[src/rtl/td4_program_loader_pkg.sv]
// Shared definitions for the TD4 program loader / fetch stage.
//   state_e     : loader FSM state encoding (exported on the state port)
//   TD4_*       : default geometry of the program memory
//   *_LSB/_MSB  : opcode and immediate field positions in an instruction word
package td4_pkg;

    typedef enum logic [1:0] {
        ST_IDLE = 2'd0,
        ST_LOAD = 2'd1,
        ST_RUN  = 2'd2,
        ST_STEP = 2'd3
    } state_e;

    localparam int unsigned TD4_PC_W      = 4;
    localparam int unsigned TD4_MEM_DEPTH = 16;
    localparam int unsigned TD4_INSTR_W   = 8;

    localparam int unsigned OPC_LSB = 0;
    localparam int unsigned OPC_MSB = 3;
    localparam int unsigned IMM_LSB = 4;
    localparam int unsigned IMM_MSB = 7;

endpackage

[src/rtl/td4_program_loader_if.sv]
// Pin bundle of the TD4 program loader.
//   load_en, run_en        : mode requests (synchronous levels)
//   step_req, wr_strobe    : asynchronous pins, rising edge is the event
//   wr_data                : instruction word to be written while loading
//   pc                     : CPU program counter
//   opcode, immediate      : fetched instruction fields of mem[pc]
//   cpu_ce                 : CPU clock enable pulses
//   wr_addr, mem_full      : load progress
//   state                  : loader FSM state
// Modports: slave = loader side, master = CPU / programming side.
interface td4_program_loader_if #(
    parameter int unsigned PC_W = 4
);
    logic            load_en;
    logic            run_en;
    logic            step_req;
    logic            wr_strobe;
    logic [7:0]      wr_data;
    logic [PC_W-1:0] pc;
    logic [3:0]      opcode;
    logic [3:0]      immediate;
    logic            cpu_ce;
    logic [PC_W-1:0] wr_addr;
    logic            mem_full;
    logic [1:0]      state;

    modport slave (
        input  load_en, run_en, step_req, wr_strobe, wr_data, pc,
        output opcode, immediate, cpu_ce, wr_addr, mem_full, state
    );

    modport master (
        output load_en, run_en, step_req, wr_strobe, wr_data, pc,
        input  opcode, immediate, cpu_ce, wr_addr, mem_full, state
    );
endinterface

[src/rtl/td4_program_loader_edge_sync.sv]
// Two-flop synchronizer followed by a registered rising-edge detector.
//   clk, rst_n : clock and asynchronous active-low reset
//   async_in   : asynchronous pin
//   pulse      : one-cycle pulse, high 3 clk after async_in rises
module td4_edge_sync (
    input  logic clk,
    input  logic rst_n,
    input  logic async_in,
    output logic pulse
);
    // [0],[1] form the synchronizer; [2] is the delayed copy for edge detection
    logic [2:0] sync_q;
    logic       pulse_q;

    always_ff @(posedge clk or negedge rst_n) begin
        if (!rst_n) begin
            sync_q  <= 3'b000;
            pulse_q <= 1'b0;
        end else begin
            sync_q  <= {sync_q[1:0], async_in};
            pulse_q <= sync_q[1] & ~sync_q[2];
        end
    end

    assign pulse = pulse_q;
endmodule

[src/rtl/td4_program_loader.sv]
// TD4 fetch stage: 16 x 8 program memory filled from pins in LOAD, read
// combinationally at the CPU program counter, plus a clock-enable generator
// gating CPU execution (free run with divider, or single step).
//   clk, rst_n : clock and asynchronous active-low reset
//   bus        : td4_program_loader_if slave (mode requests, write pins,
//                pc in; opcode/immediate, cpu_ce, wr_addr, mem_full, state out)
module td4_program_loader
    import td4_pkg::*;
#(
    parameter int unsigned MEM_DEPTH = 16,
    parameter int unsigned PC_W      = 4,
    parameter int unsigned CE_DIV    = 1
) (
    input  logic                  clk,
    input  logic                  rst_n,
    td4_program_loader_if.slave   bus
);
    localparam logic [7:0]      CE_LAST  = 8'(CE_DIV - 1);
    localparam logic [PC_W-1:0] ADDR_ONE = PC_W'(1);

    logic wr_pulse;
    logic step_pulse;

    td4_edge_sync u_wr_sync (
        .clk      (clk),
        .rst_n    (rst_n),
        .async_in (bus.wr_strobe),
        .pulse    (wr_pulse)
    );

    td4_edge_sync u_step_sync (
        .clk      (clk),
        .rst_n    (rst_n),
        .async_in (bus.step_req),
        .pulse    (step_pulse)
    );

    state_e                 state_q, state_d;
    logic [7:0]             cnt_q, cnt_d;
    logic                   ce_q, ce_d;
    logic [PC_W-1:0]        wr_addr_q, wr_addr_d;
    logic                   mem_full_q, mem_full_d;
    logic                   wr_en;
    logic [TD4_INSTR_W-1:0] mem_q [MEM_DEPTH];
    logic [TD4_INSTR_W-1:0] rd_word;

    // Next-state, divider and clock-enable
    always_comb begin
        state_d = state_q;
        cnt_d   = cnt_q;
        case (state_q)
            ST_IDLE: begin
                if (bus.load_en) begin
                    state_d = ST_LOAD;
                end else if (bus.run_en) begin
                    state_d = ST_RUN;
                    cnt_d   = 8'd0;
                end else if (step_pulse) begin
                    state_d = ST_STEP;
                end
            end
            ST_LOAD: begin
                if (!bus.load_en) begin
                    state_d = ST_IDLE;
                end
            end
            ST_RUN: begin
                if (bus.load_en) begin
                    state_d = ST_LOAD;
                end else if (!bus.run_en) begin
                    state_d = ST_IDLE;
                end else begin
                    cnt_d = (cnt_q == CE_LAST) ? 8'd0 : 8'(cnt_q + 8'd1);
                end
            end
            ST_STEP: begin
                state_d = ST_IDLE;
            end
            default: begin
                state_d = ST_IDLE;
            end
        endcase

        // Registered enable: high in the cycle the new state/count take effect
        ce_d = (state_d == ST_STEP) || ((state_d == ST_RUN) && (cnt_d == CE_LAST));
    end

    // Write pointer and fill flag; any entry into LOAD restarts the fill
    assign wr_en = (state_q == ST_LOAD) && wr_pulse;

    always_comb begin
        wr_addr_d  = wr_addr_q;
        mem_full_d = mem_full_q;
        if ((state_q != ST_LOAD) && (state_d == ST_LOAD)) begin
            wr_addr_d  = '0;
            mem_full_d = 1'b0;
        end else if (wr_en) begin
            wr_addr_d = wr_addr_q + ADDR_ONE;
            if (wr_addr_q == '1) begin
                mem_full_d = 1'b1;
            end
        end
    end

    always_ff @(posedge clk or negedge rst_n) begin
        if (!rst_n) begin
            state_q    <= ST_IDLE;
            cnt_q      <= 8'd0;
            ce_q       <= 1'b0;
            wr_addr_q  <= '0;
            mem_full_q <= 1'b0;
        end else begin
            state_q    <= state_d;
            cnt_q      <= cnt_d;
            ce_q       <= ce_d;
            wr_addr_q  <= wr_addr_d;
            mem_full_q <= mem_full_d;
        end
    end

    always_ff @(posedge clk or negedge rst_n) begin
        if (!rst_n) begin
            for (int i = 0; i < int'(MEM_DEPTH); i++) begin
                mem_q[i] <= '0;
            end
        end else if (wr_en) begin
            mem_q[wr_addr_q] <= bus.wr_data;
        end
    end

    // Zero-latency fetch, live in every state
    assign rd_word       = mem_q[bus.pc];
    assign bus.opcode    = rd_word[OPC_MSB:OPC_LSB];
    assign bus.immediate = rd_word[IMM_MSB:IMM_LSB];
    assign bus.cpu_ce    = ce_q;
    assign bus.wr_addr   = wr_addr_q;
    assign bus.mem_full  = mem_full_q;
    assign bus.state     = state_q;
endmodule

[src/flat_wrapper.sv]
// flat-port wrapper written by rule: the top's interface ports become plain ports
module td4_program_loader_flat import td4_pkg::*;
#(
    parameter int unsigned MEM_DEPTH = 16,
    parameter int unsigned PC_W      = 4,
    parameter int unsigned CE_DIV    = 1
)
  (clk, rst_n, bus_load_en, bus_run_en, bus_step_req, bus_wr_strobe, bus_wr_data, bus_pc, bus_opcode, bus_immediate, bus_cpu_ce, bus_wr_addr, bus_mem_full, bus_state);
  td4_program_loader_if #(.PC_W(PC_W)) bus_i ();
  input  logic clk;
  input  logic rst_n;
  input wire logic [$bits(bus_i.load_en)-1:0] bus_load_en;
  input wire logic [$bits(bus_i.run_en)-1:0] bus_run_en;
  input wire logic [$bits(bus_i.step_req)-1:0] bus_step_req;
  input wire logic [$bits(bus_i.wr_strobe)-1:0] bus_wr_strobe;
  input wire logic [$bits(bus_i.wr_data)-1:0] bus_wr_data;
  input wire logic [$bits(bus_i.pc)-1:0] bus_pc;
  output wire logic [$bits(bus_i.opcode)-1:0] bus_opcode;
  output wire logic [$bits(bus_i.immediate)-1:0] bus_immediate;
  output wire logic [$bits(bus_i.cpu_ce)-1:0] bus_cpu_ce;
  output wire logic [$bits(bus_i.wr_addr)-1:0] bus_wr_addr;
  output wire logic [$bits(bus_i.mem_full)-1:0] bus_mem_full;
  output wire logic [$bits(bus_i.state)-1:0] bus_state;
  assign bus_i.load_en = bus_load_en;
  assign bus_i.run_en = bus_run_en;
  assign bus_i.step_req = bus_step_req;
  assign bus_i.wr_strobe = bus_wr_strobe;
  assign bus_i.wr_data = bus_wr_data;
  assign bus_i.pc = bus_pc;
  assign bus_opcode = bus_i.opcode;
  assign bus_immediate = bus_i.immediate;
  assign bus_cpu_ce = bus_i.cpu_ce;
  assign bus_wr_addr = bus_i.wr_addr;
  assign bus_mem_full = bus_i.mem_full;
  assign bus_state = bus_i.state;
  td4_program_loader #(.MEM_DEPTH(MEM_DEPTH), .PC_W(PC_W), .CE_DIV(CE_DIV)) u_core (.clk(clk), .rst_n(rst_n), .bus(bus_i));
endmodule
[config.mk]
export PLATFORM = sky130hd
export DESIGN_NAME = td4_program_loader_flat
export DESIGN_NICKNAME = d
export VERILOG_FILES = /design/src/rtl/td4_program_loader_pkg.sv /design/src/rtl/td4_program_loader_if.sv /design/src/rtl/td4_program_loader_edge_sync.sv /design/src/rtl/td4_program_loader.sv /design/src/flat_wrapper.sv
export SDC_FILE = /design/constraint.sdc
export NUM_CORES = 1
export LEC_CHECK = 0
export ABC_AREA = 1
export BUFFER_PORTS_ARGS = -buffer_cell sky130_fd_sc_hd__buf_4
export CORE_MARGIN = 4
export CORE_UTILIZATION = 64
export DETAILED_ROUTE_END_ITERATION = 7
export GPL_TIMING_DRIVEN = 1
export HOLD_SLACK_MARGIN = 0.12
export PLACE_DENSITY = 0.83
export SYNTH_ARGS = -nofsm -noshare
export SYNTH_HDL_FRONTEND = slang
export SYNTH_SLANG_ARGS = --single-unit
export TNS_END_PERCENT = 100
[constraint.sdc]
create_clock -name clk -period 2.57 [get_ports clk]
set_input_delay 0.257 -clock clk [delete_from_list [all_inputs] [get_ports clk]]
set_output_delay 0.257 -clock clk [all_outputs]
set_load 0.03 [all_outputs]
==> impl_metrics.yaml <==
timing:
  holdWs_ps: 134
  slew_headroom: 0.529
  finalCritPeriodShare: 0.842
  timing.fmax_mhz: 462
  finClkSkew_ps: 6.45
  grt_setup_unrepaired: "no"
  setup_viol: 0
  finalHoldViolCount: 0
  tns_ps: 0
  worst_pin_slew_ps: 704
  min_period_ps: 2170
  maxSlewViolCount: 0
hold_path:
  min_path_cells: 3
  hold_path.startpoint: "bus_wr_data[3]"
  min_path_type: "in2reg"
critical_path:
  critPathBufInv: 3
  slowest_stage: "buf_4"
  r2r-start: "u_core.bus.state[0]$_DFF_PN0_"
  cp-start-kind: "primary input"
  timing_worst_setup_path_type: "in2out"
  critical_path.top_delay_family: "buffers and inverters"
  critPathRequiredTime_ps: 2310
  cp.arrival_ps: 1910
  reg2regPathDepth: 6
  path_cells: "buf_4 -> buf_4 -> o21ai_0 -> a21oi_1 -> o221ai_1 -> nand2_1 -> buf_4"
  max_stage_delay_ps: 460
  crit_cells: 7
  ff2ff_setup_slack_ps: 670
  cp-end-kind: "primary output"
  worstSetupStartpoint: "bus_pc[0]"
  crit_path_frequent_cell: "buf_4"
  worstPathMaxFanout: 61
drt:
  top_layer: "met4"
  drcViolationCount: 2
  drt_iter0_drc: 665
  vias: 6274
  antenna_left: 0
  wire_per_inst_um: 18.1
  vias_per_cell: 6.03
  drtPass1Iterations: 8
  routed-wl-met2_um: 8680
  wl_met3_um: 1830
  m1WireLength_um: 7920
  routed_wl_um: 18800
logic_synthesis:
  yosysWarnings: 0
  yosysTopAreaCell: "dfrtp_1"
  syn_nets: 887
  post_synth.cell_area_avg_sq_um: 8.43
  seq_area_frac_synth: 0.523
  netlist_instances: 863
  synth_area_leaders: "dfrtp_1, o21ai_0, a21oi_1"
  synth_top_area_frac: 0.523
  syn-cell-area_sq_um: 7280
  ys_seq_elements: 152
  synth.distinct_cells: 35
floorplan:
  fp.dieW_um: 115
  die_y_um: 115
  core_area_sq_um: 11000
  io_pins: 34
  start_util: 0.663
  row_count: 38
  dieArea_sq_um: 13100
finish:
  seqCellArea_sq_um: 3800
  drive_above_1_share: 0.119
  nNetsFinal: 911
  antennaDiodeCount: 0
  areaGrowthSynthToFinish_pct: 13.9
  final.fill_count: 767
  multiInputGateArea_sq_um: 2880
global_routing:
  grt_antenna_before_repair: 0
  grt_pass1_vias: 5973
  grt_use_total: 0.309
  grt_overflow: 0
  grt_start_max_net_pins: 69
  grt_pass1_wl_um: 31000
cts:
  h-tree-depth: 4
  clock_latency_ps: 430
  clockRootBuffer: "clkbuf_16"
  cts_made_buffers: 17
  cts_sinks: 152
  cts_buffer_depth: 2
  path_clk_slew_ps: 60
  cts_tree: "done"
place:
  routabilityCongestion: 0.911
  hpwl_um: 12300
  io_buffers: 33
pwr:
  peakVddDrop_v: 0.000759
  leakage_nw: 3.86
  powerDensity_nw_per_um2: 842
  finalPower_mw: 6.98
outcome:
  violations: "design-rule violations"
  status: "finished with violations"
job:
  cap_violations: 0
tightest hold or removal path: stages:
cell and delay (ps):
buf_4 150, nand2_2 70, o21ai_2 50
cell usage after synthesis:
master,count
nor3_1,1
nand3b_1,1
buf_6,3
inv_1,89
nand4_1,2
or2_4,1
buf_4,5
a21oi_1,112
inv_2,3
nor3_4,2
clkbuf_1,17
dfrtp_1,152
buf_2,15
xor2_1,2
mux2i_1,8
ha_1,6
o21ai_1,9
o221ai_1,16
o211ai_1,1
clkinv_4,1
nand2_4,4
a32oi_1,1
buf_1,3
and2_1,1
nor2_4,12
nand3_1,13
clkinv_1,5
nor2_1,81
nand2_1,146
o21ai_2,2
nand2_2,6
o21bai_1,1
o21ai_0,139
nor2_2,2
clkbuf_2,1
final timing paths:
path                                                             end
worst min-delay path                    u_core.mem_q[67]$_DFFE_PN0P_
worst max register to register         u_core.mem_q[105]$_DFFE_PN0P_
worst max-delay path                                   bus_opcode[1]
max in group asynchronous               u_core.mem_q[44]$_DFFE_PN0P_
min in group asynchronous                  u_core.cnt_q[0]$_DFF_PN0_
worst min register to register  u_core.u_wr_sync.sync_q[1]$_DFF_PN0_
repair_timing:
item,in CTS,in global routing
hold endpoints to repair,82,0
gates resized for setup,0,0
setup buffers,0,0
hold buffers,7,0
kinds of logic after synthesis:
group,synth area share
AO/OA/AOI/OAI,0.204
XOR/XNOR,0.00241
adder cells (fa/ha/maj),0.0103
buffers and inverters,0.0823
flip-flops,0.523
multiplexers,0.0110
AND/OR/NAND/NOR,0.168
per-stage QoR:
stage                     setup WS, ps  utilization  cell area (sq um)  cells
after global placement             572        0.689               7570   1001
after CTS                          482        0.755               8290   1040
after detailed placement           485        0.689               7570   1001
after global routing               261        0.755               8290   1040
after floorplan                    913            -               7280    863
final                              405        0.755               8290   1040
flip-flops by register name, indices dropped and copies added (netlist names):
name and count:
u_core.mem_q 128, u_core.cnt_q 8, u_core.bus.wr_addr 4, u_core.u_step_sync.sync_q 3, u_core.u_wr_sync.sync_q 3, u_core.bus.state 2
u_core.bus.cpu_ce 1, u_core.bus.mem_full 1, u_core.u_step_sync.pulse 1, u_core.u_wr_sync.pulse 1
cell usage in the layout (no fill, tap or decap), types with 3 or more instances in the layout:
| master | count |
|---|---|
| dfrtp_1 | 152 |
| nand2_1 | 146 |
| o21ai_0 | 139 |
| a21oi_1 | 112 |
| inv_1 | 89 |
| nor2_1 | 81 |
| buf_4 | 39 |
| clkbuf_16 | 17 |
| o221ai_1 | 16 |
| nand3_1 | 13 |
| nor2_4 | 12 |
| o21ai_1 | 9 |
| mux2i_1 | 8 |
| dlygate4sd3_1 | 7 |
| nand2_2 | 6 |
| ha_1 | 6 |
| clkinv_1 | 5 |
| nand2_4 | 4 |
| clkbuf_8 | 4 |
| bufinv_16 | 4 |
| inv_2 | 3 |
| clkinv_2 | 3 |
final cells by class:
cell class,count,area share
sequential,152,0.459
timing repair buffer,49,0.0500
multi-input combinational,569,0.347
clock buffer,21,0.0580
clock inverter,11,0.0202
tap,140,0.0211
inverter,98,0.0450
where the power goes:
part           total, mW  switching (mW)  internal, mW
clock               2.70           0.972          1.73
sequential          2.98           0.219          2.76
combinational       1.30           0.851         0.451
per-layer routing:
layer  global-route usage  vias up
met5                    0        -
met4                0.105        0
met3               0.0692       42
met1                0.446     3009
li1                     -     2881
met2                0.466      342
Power figures use the tool's default switching activity.
